--- src/rtl/umem_arbiter.sv ---
// Arbiter sharing one single-ported unified memory between fetch (I, read-only) and MEM (D, read/write),
// favouring D with bounded starvation of I. Optional statistics counters under UMEM_ARB_STATS_EN.
module umem_arbiter #(
    parameter int AW           = 10,
    parameter int MEM_LAT      = 2,
    parameter int STARVE_LIMIT = 4
) (
    input  logic          clk,
    input  logic          reset,
    input  logic          if_req,
    input  logic [31:0]   if_addr,
    output logic [31:0]   if_rdata,
    output logic          if_done,
    input  logic          d_req,
    input  logic          d_we,
    input  logic [31:0]   d_addr,
    input  logic [31:0]   d_wdata,
    output logic [31:0]   d_rdata,
    output logic          d_done,
    output logic          stall_if,
    output logic          stall_mem,
`ifdef UMEM_ARB_STATS_EN
    output logic [31:0]   stat_conflicts,
    output logic [31:0]   stat_if_wait,
`endif
    output logic          m_en,
    output logic          m_we,
    output logic [AW-1:0] m_addr,
    output logic [31:0]   m_wdata,
    input  logic [31:0]   m_rdata
);

    typedef enum logic [1:0] {
        S_IDLE  = 2'd0,
        S_ISSUE = 2'd1,
        S_WAIT  = 2'd2,
        S_DONE  = 2'd3
    } state_t;

    localparam logic [2:0] MEM_LAT_C = 3'(MEM_LAT);
    localparam logic [3:0] STARVE_C  = 4'(STARVE_LIMIT);

    state_t          state_q, state_d;
    logic            owner_q, owner_d;     // 1 = D owns the current access
    logic [2:0]      lat_q, lat_d;
    logic [3:0]      starve_q, starve_d;
    logic            m_en_q, m_en_d;
    logic            m_we_q, m_we_d;
    logic [AW-1:0]   m_addr_q, m_addr_d;
    logic [31:0]     m_wdata_q, m_wdata_d;
    logic            if_done_q, if_done_d;
    logic            d_done_q, d_done_d;
    logic [31:0]     if_rdata_q, if_rdata_d;
    logic [31:0]     d_rdata_q, d_rdata_d;
    logic            unused_addr_bits;

    assign unused_addr_bits = ^{if_addr[31:AW+2], if_addr[1:0], d_addr[31:AW+2], d_addr[1:0]};

    // Next-state, grant decision and output next values
    always_comb begin
        state_d    = state_q;
        owner_d    = owner_q;
        lat_d      = lat_q;
        starve_d   = starve_q;
        m_en_d     = 1'b0;
        m_we_d     = 1'b0;
        m_addr_d   = m_addr_q;
        m_wdata_d  = m_wdata_q;
        if_done_d  = 1'b0;
        d_done_d   = 1'b0;
        if_rdata_d = if_rdata_q;
        d_rdata_d  = d_rdata_q;
        case (state_q)
            S_IDLE: begin
                if (d_req && ((starve_q < STARVE_C) || !if_req)) begin
                    state_d   = S_ISSUE;
                    owner_d   = 1'b1;
                    m_en_d    = 1'b1;
                    m_we_d    = d_we;
                    m_addr_d  = d_addr[AW+1:2];
                    m_wdata_d = d_wdata;
                    if (if_req && (starve_q < STARVE_C)) begin
                        starve_d = starve_q + 4'd1;
                    end else begin
                        starve_d = starve_q;
                    end
                end else if (if_req) begin
                    state_d  = S_ISSUE;
                    owner_d  = 1'b0;
                    m_en_d   = 1'b1;
                    m_we_d   = 1'b0;
                    m_addr_d = if_addr[AW+1:2];
                    starve_d = 4'd0;
                end else begin
                    state_d = S_IDLE;
                end
            end
            S_ISSUE: begin
                // Stores complete without waiting for the memory pipeline
                if (owner_q && m_we_q) begin
                    state_d  = S_DONE;
                    d_done_d = 1'b1;
                end else begin
                    state_d = S_WAIT;
                    lat_d   = 3'd1;
                end
            end
            S_WAIT: begin
                if (lat_q == MEM_LAT_C) begin
                    state_d = S_DONE;
                    lat_d   = 3'd0;
                    if (owner_q) begin
                        d_done_d  = 1'b1;
                        d_rdata_d = m_rdata;
                    end else begin
                        if_done_d  = 1'b1;
                        if_rdata_d = m_rdata;
                    end
                end else begin
                    lat_d = lat_q + 3'd1;
                end
            end
            S_DONE: begin
                state_d = S_IDLE;
            end
            default: begin
                state_d = S_IDLE;
            end
        endcase
    end

    // State and registered outputs
    always_ff @(posedge clk) begin
        if (reset) begin
            state_q    <= S_IDLE;
            owner_q    <= 1'b0;
            lat_q      <= 3'd0;
            starve_q   <= 4'd0;
            m_en_q     <= 1'b0;
            m_we_q     <= 1'b0;
            m_addr_q   <= '0;
            m_wdata_q  <= 32'd0;
            if_done_q  <= 1'b0;
            d_done_q   <= 1'b0;
            if_rdata_q <= 32'd0;
            d_rdata_q  <= 32'd0;
        end else begin
            state_q    <= state_d;
            owner_q    <= owner_d;
            lat_q      <= lat_d;
            starve_q   <= starve_d;
            m_en_q     <= m_en_d;
            m_we_q     <= m_we_d;
            m_addr_q   <= m_addr_d;
            m_wdata_q  <= m_wdata_d;
            if_done_q  <= if_done_d;
            d_done_q   <= d_done_d;
            if_rdata_q <= if_rdata_d;
            d_rdata_q  <= d_rdata_d;
        end
    end

    assign m_en      = m_en_q;
    assign m_we      = m_we_q;
    assign m_addr    = m_addr_q;
    assign m_wdata   = m_wdata_q;
    assign if_done   = if_done_q;
    assign d_done    = d_done_q;
    assign if_rdata  = if_rdata_q;
    assign d_rdata   = d_rdata_q;
    assign stall_if  = if_req & ~if_done_q;
    assign stall_mem = d_req & ~d_done_q;

`ifdef UMEM_ARB_STATS_EN
    logic [31:0] stat_conflicts_q;
    logic [31:0] stat_if_wait_q;

    // Contention and fetch-stall statistics, wrapping
    always_ff @(posedge clk) begin
        if (reset) begin
            stat_conflicts_q <= 32'd0;
            stat_if_wait_q   <= 32'd0;
        end else begin
            if ((state_q == S_IDLE) && if_req && d_req) begin
                stat_conflicts_q <= stat_conflicts_q + 32'd1;
            end
            if (stall_if) begin
                stat_if_wait_q <= stat_if_wait_q + 32'd1;
            end
        end
    end

    assign stat_conflicts = stat_conflicts_q;
    assign stat_if_wait   = stat_if_wait_q;
`endif

endmodule

--- config.mk ---
export PLATFORM = sky130hd
export DESIGN_NAME = umem_arbiter
export DESIGN_NICKNAME = d
export VERILOG_FILES = /design/src/rtl/umem_arbiter.sv
export SDC_FILE = /design/constraint.sdc
export NUM_CORES = 1
export LEC_CHECK = 0
export CORE_ASPECT_RATIO = 1.75
export CORE_MARGIN = 4
export CORE_UTILIZATION = 39
export DETAILED_ROUTE_END_ITERATION = 12
export PLACE_DENSITY = 0.79
export SYNTH_ARGS = -nofsm -noshare
export SYNTH_HDL_FRONTEND = slang
export SYNTH_SLANG_ARGS = --single-unit
--- constraint.sdc ---
create_clock -name clk -period 2.1 [get_ports clk]
set_input_delay 0.315 -clock clk [delete_from_list [all_inputs] [get_ports clk]]
set_output_delay 0.315 -clock clk [all_outputs]
set_load 0.02 [all_outputs]
==> flow_summary.ini <==
[yosys]
post-synth-top-area-cell = dfxtp_1
synth_edf_count = 0
synth_cell_type_count = 30
synth-seq-cells = 120
synth_top_area_frac = 0.545
synthesis.nets = 691
netlist_area_sq_um = 4410
synth_ff_type = dfxtp_1
async_reset_ff_frac = 0
yosys_warnings = 0
netlist_instances = 553
syn_area_per_cell_sq_um = 7.98
synth_area_leaders = dfxtp_1, nand2_1, a21oi_1
yosysSeqAreaShare = 0.545

[timing]
slew_violations = 0
tightest_slew_ns = 0.584
clock.fmax_mhz = 521
period_share = 0.915
hold_violations = 0
layout_min_cycle_time_ns = 1.92
holdWs_ns = 0.393
worst_slew_margin_rel = 0.610
fin_worst_skew_ns = 0.00566
rsz0062_at_grt = false
finalSetupTns_ns = 0
setup_viol = 0

[die]
die_area_sq_um = 13100
io_pins = 245
start_util = 0.397
die_h_um = 149
fp-row-count = 51
die_w_um = 88.4
core_sq_um = 11100

[clock_tree]
cts_tree = yes
htree_levels = 4
post-cts-setup-buffer-count = 0
clk_latency_ns = 0.40
root_buffer = clkbuf_16
clk_pin_slew_ns = 0.05
clock_path_buffers = 2
cts_hold_buf = 0
cts_sinks = 120
cts_buffers = 17
cts_resized = 0

[detailed_routing]
routedWlPerCell_um = 15.6
routed_via_density = 5.06
drc = 0
drt_wl_total_um = 13900
dr.pass1.iters = 4
vias = 4522
first_iter_violations = 165
drtAntennaViolNets = 0

[place]
gp_congestion = 0.778
dp_cells = 863
dpl.hpwl_um = 10100
numPortBuffers = 200

[worst_setup_path]
required_ns = 1.78
worstSetupEndpoint = stall_if
path_class = primary input to primary output
cp-startpoint = if_req
end_kind = primary output
r2r-start = state_q[0]
reg2reg_to = if_rdata[24]
crit_top_cell = clkdlybuf4s50_1
slowest_delay_ns = 0.64
path_max_fanout = 2
start_kind = primary input
path_cells = clkdlybuf4s50_1 -> nor2b_1 -> clkdlybuf4s50_1
ff2ff_setup_slack_ns = 0.24
r2r_cells = 7
crit_path_top_delay_cell = clkdlybuf4s50_1
crit_arrival_ns = 1.61

[global_routing]
grt_pass1_vias = 4546
grt_max_degree = 58
antenna_found_initial = 0
grt_pass1_wl_um = 21800
grt_util_all_layers = 0.212
grt_overflow = 0

[layout]
syn_to_final_growth_pct = 63.7
num_antenna_cells = 0
layout-drive-gt1-share = 0.0644
mostFrequentLayoutCell = nand2_1
fin_cells = 893
multi_input_area_sq_um = 1800
seq_area_sq_um = 2400
mostFrequentLayoutCells = nand2_1, clkdlybuf4s50_1, dfxtp_1, a21oi_1
filler_cell_count = 929
nNetsFinal = 888

[run_status]
status = finished, final reports clean

[pwr]
ir_worst_vdd_uv = 700
p_per_area_nw_per_um2 = 1060
leakage_uw = 0.00260

[run]
maxCapViolCount = 0

[worst_hold_path]
min_path_type = primary input to flop
how the worst min path moves through the flow:
| stage | start | cells past startpoint | endpoint | slack (ns) |
|---|---|---|---|---|
| final | reset | 2 | m_en | 0.39 |
| after global routing | reset | 2 | m_en | 0.44 |
| after CTS | reset | 2 | m_en | 0.37 |
| after detailed placement | m_wdata[3] | 2 | m_wdata[3] | 0.45 |
| after global placement | d_rdata[14] | 2 | d_rdata[14] | 0.44 |
| after floorplan | starve_q[2] | 2 | starve_q[2] | 0.44 |
power by group:
group / internal (uW) / switching (uW) / total, uW
Clock: 2210 / 971 / 3190
Combinational: 821 / 975 / 1800
Sequential: 2500 / 141 / 2640
stage by stage:
step	utilization	cell area, sq um	setup WS (ns)	power (uW)
after global routing	0.650	7220	0.0951	7960
after floorplan	-	4410	0.510	3650
after detailed placement	0.592	6570	0.101	4460
after CTS	0.650	7220	0.171	7700
after global placement	0.592	6570	0.207	4390
final	0.650	7220	0.179	7620
synthesized netlist by cell type (3+ instances only):
cell type	number
buf_4	4
nor2_1	17
buf_2	15
dfxtp_1	120
buf_6	3
inv_1	3
and2_1	3
clkbuf_1	17
nand3_1	3
nand4_1	3
nor2b_1	3
ha_1	5
nand2_1	212
a211oi_1	11
a21oi_1	112
routing by layer:
metal | up-vias | GRT usage | share of wire | routed length, um
met4 | 0 | 0.0991 | 0.034 | 473
met2 | 185 | 0.406 | 0.57 | 7900
met5 | - | 0 | 0 | 0
met3 | 36 | 0.0482 | 0.059 | 829
li1 | 2201 | - | - | -
met1 | 2100 | 0.204 | 0.34 | 4730
cell type report:
class / instances / area share
repair buffers: 217 / 0.303
flip-flops and latches: 120 / 0.333
clock buffers: 22 / 0.0670
inverters: 3 / 0.00156
multi-input cells: 391 / 0.249
well taps: 132 / 0.0229
clock inverters: 8 / 0.0232
flip-flops by register name (all words and copies together) (netlist names):
| name | count |
|---|---|
| if_done | 1 |
| m_en | 1 |
| lat_q | 3 |
| starve_q | 4 |
| d_rdata | 32 |
| m_addr | 10 |
| d_done | 1 |
| owner_q | 1 |
| state_q | 2 |
| m_wdata | 32 |
| m_we | 1 |
| if_rdata | 32 |
critical path, delay by kind of cell:
| family | cells | cell delay, ns |
|---|---|---|
| buf+inv | 2 | 1.12 |
| simple gates | 1 | 0.17 |
cells by family (layout without fill, tap and decap cells):
family          after synthesis  after routing  share of synthesized area
flops                       120            120                      0.545
compound gates              132            132                      0.159
buf+inv                      42            250                     0.0485
simple gates                253            253                      0.232
fa+ha+maj                     5              5                     0.0142
mux                           1              1                    0.00227
Note: power is estimated with default switching activity, not from simulation.
